[src/rtl/firebird7_in_gate1_ijtag_pkg.sv]
`default_nettype none
// ============================================================================
//  Module   : firebird7_in_gate1_ijtag_pkg
//  Brief    : Shared constants for the gate1 IJTAG segment (mux width and
//             TDR field positions).
//  Revision : 1.0 - initial release
// ============================================================================
package firebird7_in_gate1_ijtag_pkg;

    // Width of the gate1 w19 data mux data path.
    localparam int unsigned GATE1_MUX_W = 19;

    // Field positions inside a gate1 data TDR: select sits above the data.
    localparam int unsigned SEL_BIT     = GATE1_MUX_W;
    localparam int unsigned DATA_LSB    = 0;

endpackage
`default_nettype wire

[src/rtl/firebird7_in_gate1_tessent_tdr_data_ctrl.sv]
`default_nettype none
// ============================================================================
//  Module   : firebird7_in_gate1_tessent_tdr_data_ctrl
//  Brief    : IJTAG TDR driving the gate1 w19 data mux select and data.
//             Capture/shift on TCK rising edge, update and scan-out retime
//             on TCK falling edge. Capture observes the functional mux input
//             and the current select state.
//  Revision : 1.0 - initial release
// ============================================================================
module firebird7_in_gate1_tessent_tdr_data_ctrl
    import firebird7_in_gate1_ijtag_pkg::*;
#(
    parameter int unsigned           DATA_WIDTH   = GATE1_MUX_W,
    parameter logic [DATA_WIDTH-1:0] DATA_RESET   = '0,
    parameter logic                  SELECT_RESET = 1'b0
) (
    input  logic                  ijtag_tck,
    input  logic                  ijtag_reset,
    input  logic                  ijtag_sel,
    input  logic                  ijtag_ce,
    input  logic                  ijtag_se,
    input  logic                  ijtag_ue,
    input  logic                  ijtag_si,
    output logic                  ijtag_so,
    input  logic [DATA_WIDTH-1:0] functional_data_obs,
    output logic                  ijtag_select,
    output logic [DATA_WIDTH-1:0] ijtag_data_out
);

    // Select field lives directly above the data field in the chain.
    localparam int unsigned c_sel_bit = DATA_WIDTH;

    logic [DATA_WIDTH:0]   r_shift;
    logic                  r_upd_select;
    logic [DATA_WIDTH-1:0] r_upd_data;
    logic                  r_so_retime;
    logic [DATA_WIDTH:0]   w_capture_word;

    // Capture word: current select state plus what the mux sees functionally.
    assign w_capture_word = {r_upd_select, functional_data_obs};

    // Shift chain: capture wins over shift; LSB leaves first, SI enters at MSB.
    always_ff @(posedge ijtag_tck or negedge ijtag_reset) begin
        if (!ijtag_reset) begin
            r_shift <= '0;
        end else if (ijtag_sel) begin
            if (ijtag_ce) begin
                r_shift <= w_capture_word;
            end else if (ijtag_se) begin
                r_shift <= {ijtag_si, r_shift[DATA_WIDTH:1]};
            end
        end
    end

    // Update registers on the falling edge so shifting never disturbs the mux.
    always_ff @(negedge ijtag_tck or negedge ijtag_reset) begin
        if (!ijtag_reset) begin
            r_upd_select <= SELECT_RESET;
            r_upd_data   <= DATA_RESET;
        end else if (ijtag_sel && ijtag_ue) begin
            r_upd_select <= r_shift[c_sel_bit];
            r_upd_data   <= r_shift[DATA_WIDTH-1:DATA_LSB];
        end
    end

    // Scan-out retime on the falling edge for hold margin to the next TDR.
    always_ff @(negedge ijtag_tck or negedge ijtag_reset) begin
        if (!ijtag_reset) begin
            r_so_retime <= 1'b0;
        end else if (ijtag_sel) begin
            r_so_retime <= r_shift[0];
        end
    end

    assign ijtag_so       = r_so_retime;
    assign ijtag_select   = r_upd_select;
    assign ijtag_data_out = r_upd_data;

endmodule
`default_nettype wire

[config.mk]
export PLATFORM = sky130hd
export DESIGN_NAME = firebird7_in_gate1_tessent_tdr_data_ctrl
export DESIGN_NICKNAME = d
export VERILOG_FILES = /design/src/rtl/firebird7_in_gate1_ijtag_pkg.sv /design/src/rtl/firebird7_in_gate1_tessent_tdr_data_ctrl.sv
export SDC_FILE = /design/constraint.sdc
export NUM_CORES = 1
export LEC_CHECK = 0
export BUFFER_PORTS_ARGS = -buffer_cell sky130_fd_sc_hd__buf_2
export CORE_MARGIN = 2
export CORE_UTILIZATION = 45
export CTS_CLUSTER_DIAMETER = 30
export CTS_CLUSTER_SIZE = 14
export DETAILED_ROUTE_END_ITERATION = 8
export PLACE_DENSITY_LB_ADDON = 0.3
export SYNTH_ARGS = -nofsm -noshare
export SYNTH_HDL_FRONTEND = slang
export SYNTH_SLANG_ARGS = --single-unit
[constraint.sdc]
create_clock -name ijtag_tck -period 1.1 [get_ports ijtag_tck]
set_input_delay 0.165 -clock ijtag_tck [delete_from_list [all_inputs] [get_ports ijtag_tck]]
set_output_delay 0.165 -clock ijtag_tck [all_outputs]
set_load 0.005 [all_outputs]
==> results by group, run 1 <==
Route
  – Highest Signal Layer: met4
  – First drt pass iteration count: 4
  – Met3 wire len: 170 µm
  – Via/cell ratio: 5.22
  – Wl on met1: 1.95 mm
  – DRT antenna net count: 0
  – Wire length on met2: 2.27 mm
  – Post-Route WL: 4.43 mm
  – Drt wl/cell: 15.0 µm
  – Initial DRC Count: 77
  – Vias: 1539
  – DRC violations left: 0

Worst hold path
  – Hold Crit Class: primary input to register

Flow run
  – Max-cap viol count: 0

Global route
  – Initial antenna violation count: 0
  – Number of global-route vias before repair: 1505
  – GR Util All Layers: 0.209
  – Global-route wire length before repair: 7.09 mm
  – Grt ovf: 0
  – Largest net degree at the start of global routing: 42

Synthesis
  – FF+latch count, synth: 41
  – Post-Synth Simple-Gate Area: 0.0323
  – Seq/Total Area, Yosys: 0.564
  – Ranking of synthesized cells by area: dfrtn_1, dfrtp_1, mux2_4
  – Mean Syn Cell Area: 13.0 µm²
  – Synth area leader: dfrtn_1
  – Post-synth cell types: 18
  – Post-Synth XOR/XNOR Area: 0
  – Mux share of post-synthesis cell area: 0.171
  – Compound-Gate Fraction of Synth Area: 0.185
  – Post-Syn Area: 1820 µm²
  – Main combinational cell family by area after synthesis: compound AO/OA/AOI/OAI gates
  – Adder-Cell Fraction of Synth Area: 0
  – Syn. warnings: 0
  – Syn nets: 166
  – Post-Synthesis Cells: 140
  – Top cell type's share of synthesized area: 0.289

Placement
  – Pre-CTS WS: -0.458 ns
  – Routability Congestion: 0.729
  – Placed Cells: 266
  – Hpwl dp: 3.00 mm
  – Port buffer count: 46

Layout
  – Most frequent cells in the layout: buf_4, buf_2, o22ai_1, mux2_4, dfrtn_1
  – Final Non-Filler Cells: 295
  – FILL cells: 290
  – Commonest non-fill, non-tap cell in the layout: buf_4
  – Synthesis-to-finish area growth: 47.3%
  – Finished Core Util: 0.679
  – Final net count: 270
  – Layout cells sized above 1: 0.571
  – Inserted Diodes: 0

Worst setup path
  – Critical Path End Type: output port
  – CP required: 0.94 ns
  – Worst Setup Start Kind: register
  – Kind of critical path: register to output port
  – Max incr delay on CP: 0.45 ns
  – CP max stage cell: dfrtn_1
  – WP data arrival: 1.42 ns
  – Crit-path leading delay family: flip-flops
  – Critical path buffers and inverters: 1
  – Critical-path maximum fanout: 3
  – CP Cell Sequence: buf_2

STA
  – Setup TNS Final: -14.64 ns
  – Final setup margin: -0.490 ns
  – Worst slew pin tran: 0.214 ns
  – Slew Limit Headroom: 0.855
  – RSZ-0062 raised after global routing: true
  – Max Slew Vio Count: 0
  – Layout Skew: 0.00781 ns
  – Final setup viols: 43
  – Fin. Hold Viols: 0

Outcome
  – Status: finished with violations
  – Failing checks: negative setup slack

Floorplan
  – Io pins: 47
  – Placeable Area: 3940 µm²
  – Die Wd: 67.6 µm
  – Starting Density: 0.461
  – Die Height: 67.6 µm
  – Row count: 23
  – Die area: 4560 µm²

Clock tree
  – Clk sinks: 41
  – Reg clk slew, reported paths: 0.08 ns
  – CTS tree: done
  – CTS root buf: clkbuf_8
  – Clock Tree Buf Depth: 2
  – H-tree lvl count: 2
  – Cts bufs inserted: 5
  – Clk_lat worst skew: 0.30 ns

Pwr
  – Pwr Total: 0.00489 W
  – Peak supply drop: 926 µV
  – Leakage: 1.30 nW
  – PwrDens: 1830 nW/µm²
-- synth_stat cells --
library cell / n
o22ai_1: 37
dfrtn_1: 21
a21oi_1: 20
dfrtp_1: 20
mux2_4: 20
buf_2: 5
buf_4: 3
buf_6: 3
nand2_4: 2
clkinv_1: 1
mux2_2: 1
nand2_1: 1
nand3b_1: 1
nor2_1: 1
nor3_1: 1
nor4bb_1: 1
o21ai_0: 1
or2_2: 1
-- report_power, final --
| group | total [W] | switching [W] | internal, W |
|---|---|---|---|
| Clock | 0.00134 | 0.000526 | 0.000810 |
| Combinational | 0.00155 | 0.000535 | 0.00101 |
| Sequential | 0.00201 | 0.000171 | 0.00184 |
| Total | 0.00489 | 0.00123 | 0.00366 |
-- logic make-up (layout without fill, tap and decap cells) --
logic type / after synthesis / in the layout
AOI/OAI and AO/OA: 58 / 58
DFF: 41 / 41
muxes: 21 / 21
buffers and inverters: 12 / 117
and+or+nand+nor: 8 / 8
-- sequential cells by signal, summed over array words and instances (netlist names) --
register and count:
r_shift 20, ijtag_data_out 19, ijtag_so 1, ijtag_select 1
-- layer usage --
layer / vias up / GRT usage
met5: - / 0
met4: 0 / 0.0842
met3: 6 / 0.0367
met2: 33 / 0.336
met1: 751 / 0.280
li1: 749 / -
-- stage by stage --
| stage | area [µm²] | hold WS [ns] |
|---|---|---|
| 2_1_floorplan | 1830 | -0.131 |
| 3_3_place_gp | 2370 | 0.149 |
| 3_5_place_dp | 2370 | 0.154 |
| 4_1_cts | 2610 | 0.146 |
| 5_1_grt | 2680 | 0.153 |
| 6_report | 2680 | 0.147 |
-- path summary, 6_finish.rpt --
| kind | start | endpoint | slack [ns] | cells past startpoint |
|---|---|---|---|---|
| max | ijtag_select$_DFFE_NN0P_ | ijtag_select | -0.49 | 1 |
| min | functional_data_obs[3] | r_shift[3]$_DFFE_PN0P_ | 0.15 | 3 |
| max reg2reg | r_shift[0]$_DFFE_PN0P_ | ijtag_data_out[0]$_DFFE_NN0P_ | -0.29 | 1 |
| min reg2reg | ijtag_data_out[16]$_DFFE_NN0P_ | ijtag_data_out[16]$_DFFE_NN0P_ | 0.46 | 1 |
| max in group asynchronous | ijtag_reset | ijtag_data_out[16]$_DFFE_NN0P_ | 0.07 | 3 |
| min in group asynchronous | ijtag_reset | r_shift[4]$_DFFE_PN0P_ | 0.37 | 3 |
-- final cells by class --
cell class,count,area [µm²],area share
multi-input cells,87,717,0.268
clock inverters,2,35.0,0.0131
flip-flops and latches,41,1030,0.383
clock buffers,6,93.8,0.0350
inverters,1,3.75,0.00140
repair buffers,108,739,0.276
well taps,50,62.6,0.0234
-- repair_timing --
action / in CTS / in global routing
endpoints found under the hold margin: 20 / 0
resized for setup: 1 / 2
hold buffers: 1 / 0
buffers inserted: 12 / 8
cloned: 0 / 0
endpoints found under the setup margin: 43 / 54
pin swaps: 0 / 4
(Power assumes the default switching activity.)
==> inputs of run 2 (changes only) <==
--- a/config.mk
+++ b/config.mk
@@ -5,12 +5,14 @@
 export SDC_FILE = /design/constraint.sdc
 export NUM_CORES = 1
 export LEC_CHECK = 0
-export BUFFER_PORTS_ARGS = -buffer_cell sky130_fd_sc_hd__buf_2
+export BUFFER_PORTS_ARGS = -buffer_cell sky130_fd_sc_hd__buf_4
+export CAP_MARGIN = 30
 export CORE_MARGIN = 2
 export CORE_UTILIZATION = 45
 export CTS_CLUSTER_DIAMETER = 30
 export CTS_CLUSTER_SIZE = 14
 export DETAILED_ROUTE_END_ITERATION = 8
+export GPL_ROUTABILITY_DRIVEN = 0
 export PLACE_DENSITY_LB_ADDON = 0.3
 export SYNTH_ARGS = -nofsm -noshare
 export SYNTH_HDL_FRONTEND = slang
==> results by group, run 2 (same netlist as run 1, synthesis figures left out) <==
Worst hold path
  – Hold Crit Class: primary input to async pin

Clock tree
  – Cts bufs inserted: 5
  – Clk_lat worst skew: 0.31 ns
  – CTS root buf: clkbuf_8
  – Reg clk slew, reported paths: 0.09 ns
  – H-tree lvl count: 2
  – Clk sinks: 41
  – Clock Tree Buf Depth: 2
  – CTS tree: done

Placement
  – Port buffer count: 46
  – Post-placement cell area: 2470 µm²
  – Hpwl dp: 3.20 mm
  – Pre-CTS WS: -0.451 ns
  – Placed Cells: 265

Flow run
  – Max-cap viol count: 0

Layout
  – Inserted Diodes: 0
  – Finished Cell Area: 2890 µm²
  – Layout cells sized above 1: 0.608
  – Commonest non-fill, non-tap cell in the layout: buf_4
  – Max reg flops: 20
  – Final Non-Filler Cells: 300
  – Final net count: 275
  – Top reg by flops: r_shift
  – Synthesis-to-finish area growth: 59.0%
  – Most frequent cells in the layout: buf_4, o22ai_1, mux2_4, dfrtn_1, dfrtp_1

STA
  – RSZ-0062 raised after global routing: true
  – Fin. Hold Viols: 0
  – Final hold slack: 0.0349 ns
  – Layout Skew: 0.0102 ns
  – Final setup viols: 45
  – Worst slew pin tran: 0.441 ns
  – Slew Limit Headroom: 0.705
  – Max Slew Vio Count: 0
  – Final setup margin: -0.484 ns

Worst setup path
  – Critical Path End Type: output port
  – Critical path buffers and inverters: 1
  – Worst Setup Start Kind: register
  – Crit-path leading delay family: flip-flops
  – Critical-path maximum fanout: 2
  – CP max stage cell: dfrtn_1
  – CP startpoint: ijtag_data_out[3]$_DFFE_NN0P_
  – Reg-to-Reg End: ijtag_data_out[0]$_DFFE_NN0P_
  – WP data arrival: 1.42 ns
  – Kind of critical path: register to output port
  – Worst r2r src: r_shift[0]$_DFFE_PN0P_
  – R2R Setup Slk: -0.30 ns
  – CP required: 0.94 ns
  – Max incr delay on CP: 0.44 ns
  – CP Cell Sequence: buf_4
  – FF-to-FF path depth: 1
  – Worst path depth: 1
  – Crit path to: ijtag_data_out[3]

Pwr
  – Reg power frac: 0.380
  – Clock power share: 0.273
  – Leakage: 1.38 nW
  – Int Pwr: 0.00398 W
  – Psw: 0.00135 W
  – Peak supply drop: 1060 µV
  – PwrDens: 1840 nW/µm²
  – Switching Fraction: 0.254
  – Comb pwr share: 0.347

Global route
  – Number of global-route vias before repair: 1567
  – Global-route wire length before repair: 7.41 mm
  – Initial antenna violation count: 0
  – Largest net degree at the start of global routing: 25
  – GR Util All Layers: 0.226
  – Grt ovf: 0

Floorplan
  – Die area: 4560 µm²
  – Row count: 23
  – Starting Density: 0.461
  – Placeable Area: 3940 µm²
  – Io pins: 47
  – Die Height: 67.6 µm
  – Die Wd: 67.6 µm

Route
  – Via/cell ratio: 5.40
  – DRC violations left: 0
  – Initial DRC Count: 88
  – Post-Route WL: 5.06 mm
  – DRT antenna net count: 0
  – First drt pass iteration count: 4
  – Drt wl/cell: 16.9 µm
  – Vias: 1619

Outcome
  – Status: finished with violations
  – Failing checks: negative setup slack
## run 2: layout make-up
cell class,count,area (µm²)
clock buffers,5,68.8
clock inverters,3,65.1
fillers,272,1050
inverters,1,3.75
multi-input cells,87,773
flip-flops and latches,41,1030
well taps,50,62.6
repair buffers,113,891
## run 2: power groups by stage
stage          clock network (W)  logic (W)  registers [W]
6_report                 0.00146    0.00185        0.00203
5_1_grt                  0.00154    0.00199        0.00205
4_1_cts                  0.00147    0.00167        0.00202
3_5_place_dp                   0    0.00144        0.00205
2_1_floorplan                  0   0.000565        0.00207
3_3_place_gp                   0    0.00139        0.00203
## run 2: worst min path at each step
stage	slack, ns	start	to
floorplan	-0.13	ijtag_reset	r_shift[0]$_DFFE_PN0P_
global placement	0.11	ijtag_reset	r_shift[1]$_DFFE_PN0P_
detailed placement	0.12	ijtag_reset	r_shift[1]$_DFFE_PN0P_
CTS	0.06	ijtag_reset	r_shift[11]$_DFFE_PN0P_
global route	0.1	ijtag_reset	r_shift[6]$_DFFE_PN0P_
finish	0.03	ijtag_reset	r_shift[13]$_DFFE_PN0P_
## run 2: repair_timing
item | in CTS | in global routing
endpoints found under the setup margin | 43 | 44
hold endpoints to repair | 9 | 0
gates cloned | 0 | 0
hold buffers | 1 | 0
setup buffers | 17 | 11
gates resized for setup | 1 | 15
pin swaps | 0 | 5
## run 2: layer usage
metal | wire length [µm] | vias to the layer above | part of all wire | global-route usage
met2 | 2720 | 51 | 0.54 | 0.377
met1 | 2090 | 806 | 0.41 | 0.286
met4 | 85 | 0 | 0.017 | 0.107
li1 | - | 754 | - | -
met3 | 165 | 8 | 0.033 | 0.0350
met5 | 0 | - | 0 | 0
## run 2: metrics by stage
step	utilization	setup TNS (ns)	power (W)
6_report	0.733	-15.35	0.00533
5_1_grt	0.733	-16.22	0.00557
4_1_cts	0.696	-15.32	0.00515
3_5_place_dp	0.626	-15.38	0.00349
3_3_place_gp	0.626	-14.32	0.00342
2_1_floorplan	-	-8.53	0.00264
